$ cat src/rtl/multicycle_controller.sv
// Main FSM sequencer for the multi-cycle RV32I datapath: one shared ALU, one unified
// memory port. Only the state is registered; every control output is decoded from state and inputs.
module multicycle_controller (
  input  logic       clk,
  input  logic       rst_n,
  input  logic [6:0] op,
  input  logic [2:0] funct3,
  input  logic       zero,
  input  logic       mem_ready,
  output logic [2:0] immsrc,
  output logic [1:0] alu_src_a,
  output logic [1:0] alu_src_b,
  output logic [1:0] alu_op,
  output logic [1:0] result_src,
  output logic       adr_src,
  output logic       mem_read,
  output logic       mem_write,
  output logic       ir_write,
  output logic       pc_write,
  output logic       reg_write,
  output logic       instr_done,
  output logic       illegal,
  output logic [3:0] state
);

  localparam logic [6:0] OP_LOAD   = 7'b0000011;
  localparam logic [6:0] OP_STORE  = 7'b0100011;
  localparam logic [6:0] OP_RTYPE  = 7'b0110011;
  localparam logic [6:0] OP_ITYPE  = 7'b0010011;
  localparam logic [6:0] OP_BRANCH = 7'b1100011;
  localparam logic [6:0] OP_JAL    = 7'b1101111;
  localparam logic [6:0] OP_LUI    = 7'b0110111;

  typedef enum logic [3:0] {
    S_FETCH    = 4'd0,
    S_DECODE   = 4'd1,
    S_MEMADR   = 4'd2,
    S_MEMREAD  = 4'd3,
    S_MEMWB    = 4'd4,
    S_MEMWRITE = 4'd5,
    S_EXECR    = 4'd6,
    S_EXECI    = 4'd7,
    S_ALUWB    = 4'd8,
    S_BRANCH   = 4'd9,
    S_JAL      = 4'd10,
    S_LUI      = 4'd11
  } state_t;

  state_t state_reg, state_next;

  always_ff @(posedge clk or negedge rst_n) begin
    if (!rst_n) state_reg <= S_FETCH;
    else        state_reg <= state_next;
  end

  assign state = state_reg;

  always_comb begin
    case (op)
      OP_LOAD, OP_ITYPE: immsrc = 3'b000;
      OP_LUI:            immsrc = 3'b001;
      OP_STORE:          immsrc = 3'b010;
      OP_BRANCH:         immsrc = 3'b011;
      OP_JAL:            immsrc = 3'b100;
      default:           immsrc = 3'b000;
    endcase
  end

  always_comb begin
    state_next = S_FETCH;
    alu_src_a  = 2'b00;
    alu_src_b  = 2'b00;
    alu_op     = 2'b00;
    result_src = 2'b00;
    adr_src    = 1'b0;
    mem_read   = 1'b0;
    mem_write  = 1'b0;
    ir_write   = 1'b0;
    pc_write   = 1'b0;
    reg_write  = 1'b0;
    instr_done = 1'b0;
    illegal    = 1'b0;
    case (state_reg)
      S_FETCH: begin
        mem_read   = 1'b1;
        alu_src_b  = 2'b10;
        result_src = 2'b10;
        ir_write   = mem_ready;
        pc_write   = mem_ready;
        state_next = mem_ready ? S_DECODE : S_FETCH;
      end
      S_DECODE: begin
        // Speculatively form oldPC+imm in ALUOut for branch/jump targets.
        alu_src_a = 2'b01;
        alu_src_b = 2'b01;
        case (op)
          OP_LOAD, OP_STORE: state_next = S_MEMADR;
          OP_RTYPE:          state_next = S_EXECR;
          OP_ITYPE:          state_next = S_EXECI;
          OP_BRANCH:         state_next = S_BRANCH;
          OP_JAL:            state_next = S_JAL;
          OP_LUI:            state_next = S_LUI;
          default: begin
            state_next = S_FETCH;
            illegal    = 1'b1;
            instr_done = 1'b1;
          end
        endcase
      end
      S_MEMADR: begin
        alu_src_a  = 2'b10;
        alu_src_b  = 2'b01;
        state_next = (op == OP_LOAD) ? S_MEMREAD : S_MEMWRITE;
      end
      S_MEMREAD: begin
        adr_src    = 1'b1;
        mem_read   = 1'b1;
        state_next = mem_ready ? S_MEMWB : S_MEMREAD;
      end
      S_MEMWB: begin
        result_src = 2'b01;
        reg_write  = 1'b1;
        instr_done = 1'b1;
      end
      S_MEMWRITE: begin
        adr_src    = 1'b1;
        mem_write  = 1'b1;
        instr_done = mem_ready;
        state_next = mem_ready ? S_FETCH : S_MEMWRITE;
      end
      S_EXECR: begin
        alu_src_a  = 2'b10;
        alu_op     = 2'b10;
        state_next = S_ALUWB;
      end
      S_EXECI: begin
        alu_src_a  = 2'b10;
        alu_src_b  = 2'b01;
        alu_op     = 2'b10;
        state_next = S_ALUWB;
      end
      S_ALUWB: begin
        reg_write  = 1'b1;
        instr_done = 1'b1;
      end
      S_BRANCH: begin
        // Only beq/bne are taken; other funct3 encodings fall through.
        alu_src_a  = 2'b10;
        alu_op     = 2'b01;
        instr_done = 1'b1;
        pc_write   = ((funct3 == 3'b000) && zero) || ((funct3 == 3'b001) && !zero);
      end
      S_JAL: begin
        alu_src_a  = 2'b01;
        alu_src_b  = 2'b10;
        pc_write   = 1'b1;
        state_next = S_ALUWB;
      end
      S_LUI: begin
        alu_src_a  = 2'b11;
        alu_src_b  = 2'b01;
        state_next = S_ALUWB;
      end
      default: state_next = S_FETCH;
    endcase
  end

endmodule

$ cat config.mk
export PLATFORM = sky130hd
export DESIGN_NAME = multicycle_controller
export DESIGN_NICKNAME = d
export VERILOG_FILES = /design/src/rtl/multicycle_controller.sv
export SDC_FILE = /design/constraint.sdc
export NUM_CORES = 1
export LEC_CHECK = 0
export ABC_CLOCK_PERIOD_IN_PS = 3800
export CORE_AREA = 2 2 45 47
export DETAILED_ROUTE_END_ITERATION = 10
export DIE_AREA = 0 0 47 49
export GPL_TIMING_DRIVEN = 0
export PLACE_DENSITY = 0.85
export SLEW_MARGIN = 20
export SYNTH_ARGS = -nofsm -noshare
export SYNTH_HDL_FRONTEND = slang
export SYNTH_SLANG_ARGS = --single-unit
$ cat constraint.sdc
create_clock -name clk -period 3.8 [get_ports clk]
set_clock_uncertainty 0.2 [all_clocks]
set_input_delay 1.14 -clock clk [delete_from_list [all_inputs] [get_ports clk]]
set_output_delay 1.14 -clock clk [all_outputs]
set_load 0.01 [all_outputs]
==> results by group, run 1 <==
Run status
  • Status: completed

Clock network
  • CTS tree: yes
  • H-tree depth: 1
  • Total CTS buffers: 3
  • Clk Tree Root Cell: clkbuf_4
  • Hold_buf cts: 0
  • Clock transition at path regs: 0.04 ns
  • Clk buf depth: 2
  • Clock sink total: 4
  • Clock latency on the worst-skew pair: 0.24 ns

Worst setup path
  • Critical Path RT: 2.46 ns
  • CP most frequent cell: buf_6
  • Type of origin of the critical path: input pin
  • Crit path max-delay cell type: or4b_4
  • CP top delay family: simple AND/OR/NAND/NOR gates
  • Worst Path Class, Setup: in -> out
  • Nature of the critical path endpoint: primary output
  • Critical Path AT: 2.46 ns
  • CP Cell Sequence: buf_6, buf_6, or4b_4, a31oi_4, nor3_4, a21o_1, buf_6
  • CP max stage delay: 0.53 ns
  • Crit path buf inv count: 3
  • CP max FO: 5

Synth
  • Yosys reg bits: 4
  • Yosys warns: 0
  • Post-Syn Area per Cell: 7.07 sq um
  • Seq/Total Area, Yosys: 0.154
  • Synthesized area: 651 sq um
  • Distinct cell type count after synthesis: 37
  • Syn Inst Count: 92
  • Syn nets: 106

Layout
  • Most frequent cells in the layout: clkdlybuf4s50_1 (25), nor3_1 (8), nor2_1 (6)
  • Max reg flops: 4
  • Share of layout cells above drive strength 1: 0.203
  • Area delta synth->final: 69.6%
  • Post-route cell area: 1100 sq um
  • # fillers: 177
  • Nets: 149
  • Layout Cells excl Fill: 160
  • Storage cell area: 100 sq um
  • Antenna Cells: 0
  • Commonest non-fill, non-tap cell in the layout: clkdlybuf4s50_1
  • Area of the multi-input gates: 526 sq um

Timing
  • Fin. Hold Viols: 0
  • Worst relative slew slack: 0.725
  • Final setup violation count: 0
  • Min cycle time layout: 3.80 ns
  • Slew @ Worst Pin: 0.412 ns
  • Max Clk Rate: 263 MHz
  • Final Cycle Share: 0.999
  • Unrepaired setup endpoints after global routing: true
  • Count of pins over their slew limit: 0

Pwr
  • Sequential share of power: 0.229
  • Clock network fraction of design power: 0.257
  • Combinational power share: 0.514
  • Leakage: 0.455 nW
  • PwrDens: 189 nW/um^2
  • P_sw: 0.0708 mW
  • Sw Ratio: 0.339
  • Internal Pwr Total: 0.138 mW
  • VDD IR-drop max: 0.000157 V

Detailed routing
  • Drt drc: 0
  • Routed WL per cell: 13.1 um
  • Routed WL: 2100 um
  • Via count: 842
  • Iter 0 DRT Violations: 19
  • TritonRoute pass-1 iters: 4
  • DRT antenna net count: 0
  • Vias per std cell: 5.26

Global routing
  • Initial antenna violation count: 0
  • First-pass GRT wire length: 3200 um
  • Largest net degree at the start of global routing: 11
  • Vias in the first global route: 782
  • Total GRT Usage: 0.183
  • Remaining global-route overflow: 0

Floorplanning
  • Area of the die: 2300 sq um
  • Initial Utilization: 0.353
  • Row cnt: 16
  • # IOs: 37
  • Die Ht: 49 um
  • Area of the core: 1840 sq um
  • Die width: 47 um

Min path
  • Min-delay worst type: reg -> reg

Placement
  • Post-DP HPWL: 1440 um
  • Number of buffers added on ports: 34
  • Placed Instances: 153
  • Placer Congestion: 0.792
  • Placement Cell Area: 1020 sq um

Run
  • Max cap viols: 0
## metal layers
| layer | global-route usage | up-vias | wire [um] |
|---|---|---|---|
| met5 | 0 | - | 0 |
| met3 | 0.0370 | 2 | 89 |
| met4 | 0.0556 | 0 | 13 |
| met2 | 0.313 | 30 | 1140 |
| li1 | - | 422 | - |
| met1 | 0.221 | 388 | 851 |
## timing repair
item,in CTS,in global routing
gates resized for setup,25,10
cloned,0,0
pin swaps,2,3
endpoints found under the hold margin,0,0
buffers inserted,3,1
endpoints found under the setup margin,6,2
## worst reg2reg max path, stage by stage, from the launching register on
cell and delay (ns):
dfrtp_1 0.47, nor2b_1 0.31, nand2_1 0.18, nor4_1 0.32
a311o_1 0.17
## layout make-up
| class | count | area share |
|---|---|---|
| plain buffers | 8 | 0.0465 |
| clock buffers | 3 | 0.0204 |
| inverters | 4 | 0.0136 |
| well taps | 27 | 0.0306 |
| multi-input cells | 76 | 0.476 |
| repair buffers | 38 | 0.322 |
| flip-flops and latches | 4 | 0.0907 |
## power groups by stage
stage          registers, mW  logic (mW)  clock network, mW
6_report              0.0479       0.107             0.0537
3_5_place_dp          0.0483       0.102                  0
5_1_grt               0.0482       0.116             0.0572
2_1_floorplan         0.0483      0.0502                  0
3_3_place_gp          0.0483       0.100                  0
4_1_cts               0.0478       0.102             0.0530
## synth_stat cells
master	instances	area share
a211oi_1	3	0.035
a21o_1	1	0.012
a21oi_1	3	0.023
a22o_1	2	0.027
a311o_1	1	0.015
a31oi_1	5	0.048
and2_1	2	0.019
and3_1	2	0.019
buf_2	2	0.015
buf_4	1	0.012
buf_6	2	0.035
clkbuf_1	3	0.017
dfrtp_1	4	0.15
inv_1	4	0.023
mux2_2	1	0.017
nand2_1	4	0.023
nand2b_1	5	0.048
nand3_1	1	0.0077
nand3b_1	2	0.023
nand4b_1	1	0.013
nand4bb_1	1	0.017
nor2_1	7	0.040
nor2b_1	5	0.048
nor3_1	9	0.069
nor3b_1	3	0.035
nor4_1	3	0.029
o21a_1	1	0.012
o21ai_0	3	0.023
o31ai_1	1	0.012
or2_2	1	0.0096
or3_1	2	0.019
or3b_1	1	0.013
or3b_2	1	0.013
or4b_1	1	0.015
or4bb_1	1	0.017
xnor2_1	1	0.013
xor2_1	2	0.027
## cells by family (layout without fill, tap and decap cells)
family,Yosys count,after routing,synth area share
AOI/OAI and AO/OA,20,20,0.206
xor gates and xnor gates,3,3,0.0404
buffers and inverters,12,53,0.102
DFF,4,4,0.154
muxes,1,1,0.0173
and+or+nand+nor,52,52,0.481
## path summary, 6_finish.rpt
| check | depth (start not counted) | slack, ns | startpoint | endpoint |
|---|---|---|---|---|
| setup / recovery | 7 | 0.003 | op[4] | instr_done |
| hold / removal | 2 | 0.57 | state[1] | state[1] |
| setup reg to reg | 4 | 2.09 | state[0] | state[0] |
| hold reg to reg | 2 | 0.57 | state[1] | state[1] |
| max in group asynchronous | 1 | 2.35 | rst_n | state[2] |
| min in group asynchronous | 1 | 0.89 | rst_n | state[0] |
## through the flow
| stage | util | setup slack [ns] | setup TNS [ns] | hold slack (ns) | power, mW |
|---|---|---|---|---|---|
| floorplan | - | 0.219 | 0 | 0.522 | 0.0985 |
| global placement | 0.556 | -0.689 | -2.31 | 0.543 | 0.149 |
| detailed placement | 0.556 | -0.716 | -2.38 | 0.538 | 0.151 |
| CTS | 0.591 | -0.0424 | -0.0424 | 0.553 | 0.203 |
| global route | 0.599 | -0.0423 | -0.0423 | 0.621 | 0.222 |
| finish | 0.599 | 0.00256 | 0 | 0.574 | 0.209 |
No activity file was read; power rests on OpenSTA's default activity.
==> run 2, diff against run 1 <==
--- a/config.mk
+++ b/config.mk
@@ -6,11 +6,12 @@
 export NUM_CORES = 1
 export LEC_CHECK = 0
 export ABC_CLOCK_PERIOD_IN_PS = 3800
-export CORE_AREA = 2 2 45 47
+export CORE_AREA = 2 2 44 46
+export CTS_BUF_LIST = sky130_fd_sc_hd__clkbuf_4
 export DETAILED_ROUTE_END_ITERATION = 10
-export DIE_AREA = 0 0 47 49
+export DIE_AREA = 0 0 46 48
 export GPL_TIMING_DRIVEN = 0
-export PLACE_DENSITY = 0.85
+export PLACE_DENSITY = 0.89
 export SLEW_MARGIN = 20
 export SYNTH_ARGS = -nofsm -noshare
 export SYNTH_HDL_FRONTEND = slang
==> run 2 against run 1 <==
  * Register-to-register slack got worse by 0.07 ns
  * Via count up 1.5%
  * Hold slack better by 0.0043 ns
  * Non-clock buffer count grew 1
  * Clock power fell by 4.5%
  * Power decreased by 1.3%
==> results by group, run 2 (synthesis gave the netlist of run 1 again) <==
Detailed routing
  • Via count: 855 (+1.5%)
  • Vias per std cell: 5.66 (+7.6%)
  • Routed WL: 2100 um (about the same)
  • Drt drc: 0 (unchanged)
  • DRT antenna net count: 0 (unchanged)
  • Routed WL per cell: 13.9 um (+6.1%)
  • Iter 0 DRT Violations: 14 (-5)
  • TritonRoute pass-1 iters: 4 (unchanged)

Worst setup path
  • Worst Path Class, Setup: in -> out
  • Critical Path AT: 2.40 ns (-0.06 ns)
  • Critical Path RT: 2.46 ns (about the same)
  • CP max stage delay: 0.55 ns (+0.02 ns)
  • CP top delay family: simple AND/OR/NAND/NOR gates
  • Reg-to-Reg End: state[0]
  • RR Startpoint: state[0]
  • CP max FO: 8 (+3)
  • Type of origin of the critical path: input pin
  • Crit path max-delay cell type: or4b_4
  • Nature of the critical path endpoint: primary output
  • Worst r2r path cells: 4 (unchanged)
  • Crit path buf inv count: 2 (-1)
  • CP Cell Sequence: buf_2, or4b_4, a31oi_4, nor3_4, a21o_1, buf_2
  • Worst R2R Setup Slack: 2.02 ns (-0.07 ns)
  • CP most frequent cell: buf_2

Clock network
  • Clock latency on the worst-skew pair: 0.23 ns (about the same)
  • Clock transition at path regs: 0.04 ns (about the same)
  • CTS tree: yes
  • Clk buf depth: 2 (unchanged)
  • Clk Tree Root Cell: clkbuf_4
  • Hold_buf cts: 0 (unchanged)
  • Total CTS buffers: 3 (unchanged)
  • H-tree depth: 1 (unchanged)
  • Clock sink total: 4 (unchanged)

Floorplanning
  • Area of the die: 2210 sq um (-4.1%)
  • Row cnt: 15 (-1)
  • # IOs: 37 (unchanged)
  • Area of the core: 1690 sq um (-8.3%)
  • Die width: 46 um (-2.1%)
  • Initial Utilization: 0.385 (+0.0319)
  • Die Ht: 48 um (-2.0%)

Pwr
  • Sw Ratio: 0.336 (-0.00318)
  • Combinational power share: 0.518 (+0.004)
  • Internal Pwr Total: 0.137 mW (-0.79%)
  • P_sw: 0.0693 mW (-2.2%)
  • PwrDens: 190 nW/um^2 (+0.33%)
  • VDD IR-drop max: 0.000150 V (-4.0%)
  • Clock network fraction of design power: 0.249 (-0.008)
  • Sequential share of power: 0.233 (+0.004)
  • Leakage: 0.456 nW (+0.27%)

Timing
  • Max Clk Rate: 267 MHz (+1.4%)
  • Slew @ Worst Pin: 0.422 ns (+0.0101 ns)
  • Worst relative slew slack: 0.719 (-0.00674)
  • Unrepaired setup endpoints after global routing: false
  • Final Cycle Share: 0.985 (-0.0139)
  • Fin. Hold Viols: 0 (unchanged)
  • Hold WS: 0.578 ns (+0.00432 ns)
  • Min cycle time layout: 3.74 ns (-0.0526 ns)
  • Setup ws final: 0.0552 ns (+0.0526 ns)
  • Count of pins over their slew limit: 0 (unchanged)
  • Final setup violation count: 0 (unchanged)

Global routing
  • Vias in the first global route: 745 (-4.7%)
  • Total GRT Usage: 0.191 (+0.00720)
  • Remaining global-route overflow: 0 (unchanged)
  • Met1 Use GR: 0.211 (-0.0105)
  • Met3 GRT Util: 0.0264 (-0.0106)
  • Largest net degree at the start of global routing: 11 (unchanged)
  • Gr busiest metal: met2
  • GR Util met2: 0.375 (+0.0622)
  • Initial antenna violation count: 0 (unchanged)
  • First-pass GRT wire length: 3080 um (-3.7%)

Min path
  • Hold path cells: 2 (unchanged)
  • Min-delay worst type: reg -> reg
  • Hold_sp: state[1]
  • Worst hold endpoint: state[1]

Layout
  • Antenna Cells: 0 (unchanged)
  • Nets: 150 (+0.67%)
  • Commonest non-fill, non-tap cell in the layout: clkdlybuf4s50_1
  • Share of layout cells above drive strength 1: 0.209 (+0.00595)
  • Layout Cells excl Fill: 151 (-5.6%)
  • Max reg flops: 4 (unchanged)
  • Most frequent cells in the layout: clkdlybuf4s50_1 (25), nor3_1 (8), nor2_1 (6), buf_4 (6)
  • Area delta synth->final: 66.9%

Placement
  • Placed Instances: 143 (-6.5%)
  • Pre-CTS setup slack: -0.725 ns (-0.00822 ns)
  • Number of buffers added on ports: 34 (unchanged)
  • Post-DP HPWL: 1460 um (+1.7%)
  • Placer Congestion: 0.787 (-0.64%)

Run status
  • Status: completed

Run
  • Max cap viols: 0 (unchanged)
[run 2: cell count changes in the layout (fill, tap and decap cells not counted), sizes merged]
| cell | before | now |
|---|---|---|
| clkbuf | 7 | 8 |
[run 2: cell type report]
class / instances / area, sq um
timing repair buffer: 39 / 350
buffer: 8 / 51.3
fill: 155 / 603
multi-input combinational: 76 / 526
sequential: 4 / 100
inverter: 4 / 15.0
clock buffer: 3 / 22.5
tap: 17 / 21.3
[run 2: timing repair]
item	CTS	global route
setup buffers	4	1
endpoints found under the setup margin	6	2
gates resized for setup	25	7
hold endpoints to repair	0	0
pin swaps	2	1
[run 2: worst max-delay path by stage]
stage / startpoint / endpoint / depth (start not counted)
floorplan: op[3] / instr_done / 5
global placement: op[2] / instr_done / 6
detailed placement: op[2] / instr_done / 6
CTS: op[4] / instr_done / 7
global route: op[1] / instr_done / 6
finish: op[2] / instr_done / 6
[run 2: routing by layer]
metal | vias to the layer above | part of all wire
li1 | 423 | -
met1 | 397 | 0.42
met2 | 33 | 0.52
met3 | 2 | 0.045
met4 | 0 | 0.0076
met5 | - | 0
[run 2: power groups by stage]
stage	Sequential (mW)	Combinational, mW	Clock (mW)
after global routing	0.0485	0.115	0.0552
after detailed placement	0.0484	0.103	0
after CTS	0.0480	0.104	0.0515
final	0.0481	0.107	0.0513
after floorplan	0.0483	0.0502	0
after global placement	0.0482	0.101	0
[run 2: tightest hold or removal path: cells and delay by family (launching register included)]
kind,cells,cell delay [ns]
flip-flops,1,0.48
AND/OR/NAND/NOR,2,0.25
[run 2: per-stage QoR]
stage          instance area [sq um]  power (mW)   util  setup TNS, ns
2_1_floorplan                    651      0.0985      -              0
3_3_place_gp                    1010       0.149  0.599          -2.31
3_5_place_dp                    1010       0.151  0.599          -2.42
4_1_cts                         1080       0.204  0.641        -0.0586
5_1_grt                         1090       0.218  0.643              0
6_report                        1090       0.206  0.643              0
